[src/rtl/idu_is_bju_mask_q.sv]
// In-order queue of unresolved branches issued to the BJU pipe; exposes the oldest one.
// Optional combinational create-to-head bypass when empty: define IDU_BJU_MASK_BYPASS_EN.
module idu_is_bju_mask_q #(
  parameter int unsigned DEPTH    = 8,
  parameter int unsigned IID_W    = 7,
  parameter int unsigned PIPE_W   = 5,
  parameter int unsigned BJU_PIPE = 2
) (
  input  logic                         clk,
  input  logic                         rst_clk,
  input  logic                         rtu_global_flush,
  input  logic                         y_idu_is_stall_ctrl,
  input  logic                         idu_idu_is_vld,
  input  logic [IID_W-1:0]             rtu_idu_is_iid,
  input  logic [PIPE_W-1:0]            idu_idu_is_pipe,
  input  logic                         bju_resolve_vld,
  input  logic [IID_W-1:0]             bju_resolve_iid,
  input  logic                         bju_resolve_nojump,
  output logic                         biq_mask_stall_ctrl,
  output logic [$clog2(DEPTH+1)-1:0]   biq_mask_num,
  output logic                         x_lsiq_vld,
  output logic [IID_W-1:0]             x_lsiq_iid,
  output logic                         biq_mask_err
);

  localparam int unsigned PTR_W = (DEPTH > 1) ? $clog2(DEPTH) : 1;
  localparam int unsigned NUM_W = $clog2(DEPTH + 1);

  logic [DEPTH-1:0] vld_q, vld_d;
  logic [IID_W-1:0] iid_q [DEPTH];
  logic [IID_W-1:0] iid_d [DEPTH];
  logic [PTR_W-1:0] head_q, head_d, tail_q, tail_d;
  logic [NUM_W-1:0] num_q, num_d;
  logic             err_q, err_d;

  logic create, hit, pop, mispred, miss;

  assign biq_mask_stall_ctrl = (num_q == NUM_W'(DEPTH));
  assign create  = idu_idu_is_vld & idu_idu_is_pipe[BJU_PIPE] & ~y_idu_is_stall_ctrl
                 & ~biq_mask_stall_ctrl;
  assign hit     = bju_resolve_vld & vld_q[head_q] & (bju_resolve_iid == iid_q[head_q]);
  assign pop     = hit & bju_resolve_nojump;
  assign mispred = hit & ~bju_resolve_nojump;
  assign miss    = bju_resolve_vld & ~hit;

  always_comb begin
    vld_d  = vld_q;
    iid_d  = iid_q;
    head_d = head_q;
    tail_d = tail_q;
    num_d  = num_q;
    err_d  = err_q;
    if (rtu_global_flush || mispred) begin
      // A redirect discards the head and everything younger, including a same-cycle create.
      vld_d  = '0;
      for (int i = 0; i < DEPTH; i++) iid_d[i] = '0;
      head_d = '0;
      tail_d = '0;
      num_d  = '0;
      if (rtu_global_flush) err_d = 1'b0;
    end else begin
      if (pop) begin
        vld_d[head_q] = 1'b0;
        iid_d[head_q] = '0;
        head_d        = head_q + PTR_W'(1);
      end
      if (create) begin
        vld_d[tail_q] = 1'b1;
        iid_d[tail_q] = rtu_idu_is_iid;
        tail_d        = tail_q + PTR_W'(1);
      end
      unique case ({create, pop})
        2'b10:   num_d = num_q + NUM_W'(1);
        2'b01:   num_d = num_q - NUM_W'(1);
        default: num_d = num_q;
      endcase
      if (miss) err_d = 1'b1;
    end
  end

  always_ff @(posedge clk or posedge rst_clk) begin
    if (rst_clk) begin
      vld_q  <= '0;
      for (int i = 0; i < DEPTH; i++) iid_q[i] <= '0;
      head_q <= '0;
      tail_q <= '0;
      num_q  <= '0;
      err_q  <= 1'b0;
    end else begin
      vld_q  <= vld_d;
      for (int i = 0; i < DEPTH; i++) iid_q[i] <= iid_d[i];
      head_q <= head_d;
      tail_q <= tail_d;
      num_q  <= num_d;
      err_q  <= err_d;
    end
  end

  assign biq_mask_num = num_q;
  assign biq_mask_err = err_q;

`ifdef IDU_BJU_MASK_BYPASS_EN
  // Popped/flushed entries have their IID cleared, so an invalid head always reads 0.
  always_comb begin
    x_lsiq_vld = vld_q[head_q];
    x_lsiq_iid = iid_q[head_q];
    if (num_q == '0 && create) begin
      x_lsiq_vld = 1'b1;
      x_lsiq_iid = rtu_idu_is_iid;
    end
  end
`else
  assign x_lsiq_vld = vld_q[head_q];
  assign x_lsiq_iid = iid_q[head_q];
`endif

endmodule

[config.mk]
export PLATFORM = sky130hd
export DESIGN_NAME = idu_is_bju_mask_q
export DESIGN_NICKNAME = d
export VERILOG_FILES = /design/src/rtl/idu_is_bju_mask_q.sv
export SDC_FILE = /design/constraint.sdc
export NUM_CORES = 1
export LEC_CHECK = 0
export ABC_AREA = 0
export BUFFER_PORTS_ARGS = -buffer_cell sky130_fd_sc_hd__buf_2
export CAP_MARGIN = 20
export CORE_MARGIN = 2
export CORE_UTILIZATION = 30
export DETAILED_ROUTE_END_ITERATION = 6
export PLACE_DENSITY = 0.51
export SLEW_MARGIN = 20
export SYNTH_ARGS = -nofsm -noshare
export SYNTH_HDL_FRONTEND = slang
export SYNTH_SLANG_ARGS = --single-unit
[constraint.sdc]
create_clock -name clk -period 9.3 [get_ports clk]
set_clock_uncertainty 0.05 [all_clocks]
set_input_delay 1.395 -clock clk [delete_from_list [all_inputs] [get_ports clk]]
set_output_delay 1.395 -clock clk [all_outputs]
set_load 0.02 [all_outputs]
==> PnR_summary.wiki <==
{| class="wikitable"
! Metric !! Value
|-
| CTS tree || built
|-
| Post-synth top cells || sky130_fd_sc_hd__nand2_1, sky130_fd_sc_hd__dfrtp_1, sky130_fd_sc_hd__a21oi_1
|-
| Buffers & Inverters on Critical Path || 1
|-
| RSZ-0062 raised after global routing || no
|-
| Number of failing hold endpoints at the final stage || 0
|-
| Total die area || about 0.016 sq mm
|-
| Crit path arrival time || 4.71 ns
|-
| Portion of synthesized cell area occupied by the leading cell type || 0.424
|-
| Dominant cell type by area after synthesis || sky130_fd_sc_hd__dfrtp_1
|-
| Chip Width || about 130 microns
|-
| Stage delay of the slowest cell on the critical path || about 0.70 ns
|-
| Count leader, synth || sky130_fd_sc_hd__nand2_1
|-
| Number of vias after detailed routing || 3905
|-
| Number of CTS-inserted buffers || 9
|-
| Boundary pin count || 40
|-
| Area of the mapped netlist || approximately 0.0044 sq mm
|-
| Class of the worst hold path || flip-flop to flip-flop
|-
| Buffer cell driving the clock tree root || sky130_fd_sc_hd__clkbuf_16
|-
| Iteration count of the initial detailed-routing pass || 5
|-
| Post-CTS Resized || 0
|-
| Pin slew with the least headroom to its limit || about 1.2 ns
|-
| Type of the worst setup path || flip-flop to flip-flop
|-
| First-pass GRT wire length || 22100 microns
|-
| Max-slew headroom || 0.224
|-
| Maximum level of the CTS H-tree || 3
|-
| Peak ir drop on the vdd network || around 0.000087 V
|-
| Initial Util || 0.306
|-
| Fraction of layout instances using a drive strength above 1 || 0.160
|-
| # hold bufs at CTS || 0
|-
| Setup-violating endpoint count in the final report || 0
|-
| Largest net degree at the start of global routing || 76
|-
| Footprint of the flip-flops and latches || ~0.0019 sq mm
|-
| Via count of the first global-routing pass || between 3000 and 4000
|-
| Commonest register cell after synthesis || sky130_fd_sc_hd__dfrtp_1
|-
| Number of buffer cells added on primary ports || 35
|-
| Power per cell area || 157 mW/mm^2
|-
| Startpoint of the worst-slack reg-to-reg timing path || head_q[0]$_DFFE_PP0P_
|-
| End of the critical path || biq_mask_num[2]$_DFFE_PP0P_
|-
| Largest driver fanout on the critical path || 17
|-
| Number of standard-cell rows in the floorplan || between 40 and 50
|-
| Core region area || between 0.01 and 0.015 sq mm
|-
| Share of the clock period used by the worst path after layout || 0.490
|-
| Total of fill cells in the finished design || around 1500
|-
| Detailed-route wire length per cell || 20.5 microns
|-
| Antenna violation net count after detailed routing || 0
|-
| Routability congestion estimate from global placement || 0.814
|-
| Post-synthesis area per instance || 9.24 sq um
|-
| Worst path required time || ~9.5 ns
|-
| Max-cap viol count || 0
|-
| Depth of the critical timing path with buffers and inverters included || 14
|-
| CP endpoint kind || flip-flop
|-
| Total area of multi-input combinational cells || between 0.002 and 0.0025 sq mm
|-
| Final critical path time including I/O delays and setup || 4.55 ns
|-
| Layout area overhead || 12.6%
|-
| CTS sink count || 75
|-
| Net total in the final layout || a little over 500
|-
| Slowest cell on the critical path || sky130_fd_sc_hd__dfrtp_1
|-
| Maximum count of clock buffers along a single path || 2
|-
| Aggregate negative setup slack || 0 ns
|-
| Antenna violations before repair || 0
|-
| Cells taking the most area after synthesis || sky130_fd_sc_hd__dfrtp_1, sky130_fd_sc_hd__o311ai_1, sky130_fd_sc_hd__a21oi_1
|-
| RR Endpoint || biq_mask_num[2]$_DFFE_PP0P_
|-
| Initial DRC count || 380
|-
| Yosys warnings || 0
|-
| Global-route congestion overflow total || 0
|-
| Clock latency on the worst-skew pair || approximately 0.34 ns
|-
| Pleak || 1.92 nW
|-
| Sequential element share of the synthesized area || 0.424
|-
| Outcome || completed
|-
| Number of flip-flops and latches in the synthesized netlist || 75
|-
| Timing-limited maximum frequency || 0.220 GHz
|-
| Cell Count, Final, Fillers Out || about 680
|-
| Via count normalized by instance count || 5.77
|-
| Register-to-register setup slack || 4.75 ns
|-
| Number of synthesized flops with an enable pin || 0
|-
| Category of the worst setup path launch point || flip-flop
|-
| Dominant delay contributor by cell family on the critical path || simple AND/OR/NAND/NOR gates
|-
| Vertical die dimension || ~130 microns
|-
| Antenna Diode Count || 0
|-
| Critical path startpoint || head_q[0]$_DFFE_PP0P_
|-
| Residual DRC || 0
|-
| Post-Syn Nets || approximately 510
|-
| Final max-slew violation count || 0
|-
| # placed instances || 661
|-
| Worst r2r path cells || 14
|-
| Detailed Place HPWL || about 8800 microns
|-
| Series of cell instances along the critical path || buf_4, nand2b_1, o22ai_1, a211oi_1, xnor2_1, nand4_2, nor2_4, nand3_1, xnor2_1, ha_1, nor2b_1, a21o_1, a221oi_1, a211oi_1
|-
| Gate Count Post-Synth || about 480
|-
| Unique masters post-synth || 49
|-
| Wirelength, routed || about 14000 microns
|-
| Post-CTS setup-driven buffer insertion count || 0
|-
| Post-synthesis async set-or-reset flop share || 1.00
|-
| Clock input transition at the sequential cells of the worst setup and hold paths || ~0.060 ns
|-
| Total routing resource utilization after global routing || 0.179
|}
[sequential cells by signal (all words and copies together), names as in the netlist]
register / cells
iid_q: 56
tail_q: 3
biq_mask_err: 1
vld_q: 8
biq_mask_num: 4
head_q: 3
[worst min-delay path by stage]
stage	to	cells after the start	slack (ns)	from
floorplan	vld_q[7]$_DFF_PP0_	2	0.46	vld_q[7]$_DFF_PP0_
global placement	biq_mask_err$_DFFE_PP0P_	2	0.43	biq_mask_err$_DFFE_PP0P_
detailed placement	biq_mask_err$_DFFE_PP0P_	2	0.44	biq_mask_err$_DFFE_PP0P_
CTS	biq_mask_err$_DFFE_PP0P_	2	0.45	biq_mask_err$_DFFE_PP0P_
global route	biq_mask_err$_DFFE_PP0P_	2	0.50	biq_mask_err$_DFFE_PP0P_
finish	biq_mask_err$_DFFE_PP0P_	2	0.44	biq_mask_err$_DFFE_PP0P_
[cell usage in the layout (no fill, tap or decap), types with 4 or more instances in the layout]
master                      Yosys  final
sky130_fd_sc_hd__nand2_1       81     81
sky130_fd_sc_hd__dfrtp_1       75     75
sky130_fd_sc_hd__a21oi_1       73     73
sky130_fd_sc_hd__o311ai_1      48     48
sky130_fd_sc_hd__buf_2          7     35
sky130_fd_sc_hd__mux2i_1       22     22
sky130_fd_sc_hd__nor2_1        15     15
sky130_fd_sc_hd__nand3_1       13     13
sky130_fd_sc_hd__clkbuf_16      0      9
sky130_fd_sc_hd__o211ai_1       8      8
sky130_fd_sc_hd__buf_4          3      8
sky130_fd_sc_hd__o31ai_1        7      7
sky130_fd_sc_hd__xnor2_1        7      7
sky130_fd_sc_hd__a22oi_1        7      7
sky130_fd_sc_hd__nor3_1         7      6
sky130_fd_sc_hd__mux2_2         6      6
sky130_fd_sc_hd__o21ai_0        5      5
sky130_fd_sc_hd__nor2b_1        5      5
sky130_fd_sc_hd__nand2b_1       5      5
sky130_fd_sc_hd__a211oi_1       4      4
sky130_fd_sc_hd__inv_1          5      4
[through the flow]
stage	util	total power [mW]	hold slack [ns]	worst slack, ns	area, sq um
global placement	0.320	0.388	0.431	4.76	4630
detailed placement	0.320	0.388	0.436	4.73	4630
finish	0.344	0.784	0.439	4.75	4980
CTS	0.344	0.793	0.450	4.71	4980
global route	0.344	0.814	0.496	4.41	4980
floorplan	-	0.370	0.458	5.74	4420
[worst min-delay path, delay by kind of cell (launching register included)]
family	cells	cell delay [ns]
simple gates	1	0.07
compound gates	1	0.04
flops	1	0.34
[metal layers]
layer  global-route usage  part of all wire
met1                0.265              0.46
met2                0.260              0.45
met3               0.0321             0.064
met4               0.0621             0.019
met5                    0                 0
[kinds of logic after synthesis]
logic type | synth area share
buffers and inverters | 0.0650
flip-flops | 0.424
AO/OA/AOI/OAI | 0.265
multiplexers | 0.0752
AND/OR/NAND/NOR | 0.144
adder cells (fa/ha/maj) | 0.00849
XOR/XNOR | 0.0178
[area by class of cell]
type | count | share of cell area
Clock buffer | 9 | 0.0452
Multi-Input combinational cell | 353 | 0.455
Sequential cell | 75 | 0.377
Inverter | 5 | 0.00377
Clock inverter | 7 | 0.0234
Tap cell | 184 | 0.0462
Timing Repair Buffer | 44 | 0.0495
[power by group]
group          total (mW)  internal (mW)  switching [mW]  leakage, nW
clock               0.401          0.261           0.140        0.165
sequential          0.331          0.329         0.00274         1.04
combinational      0.0510         0.0143          0.0367        0.706
total               0.784          0.605           0.179         1.92
(Power assumes the default switching activity.)
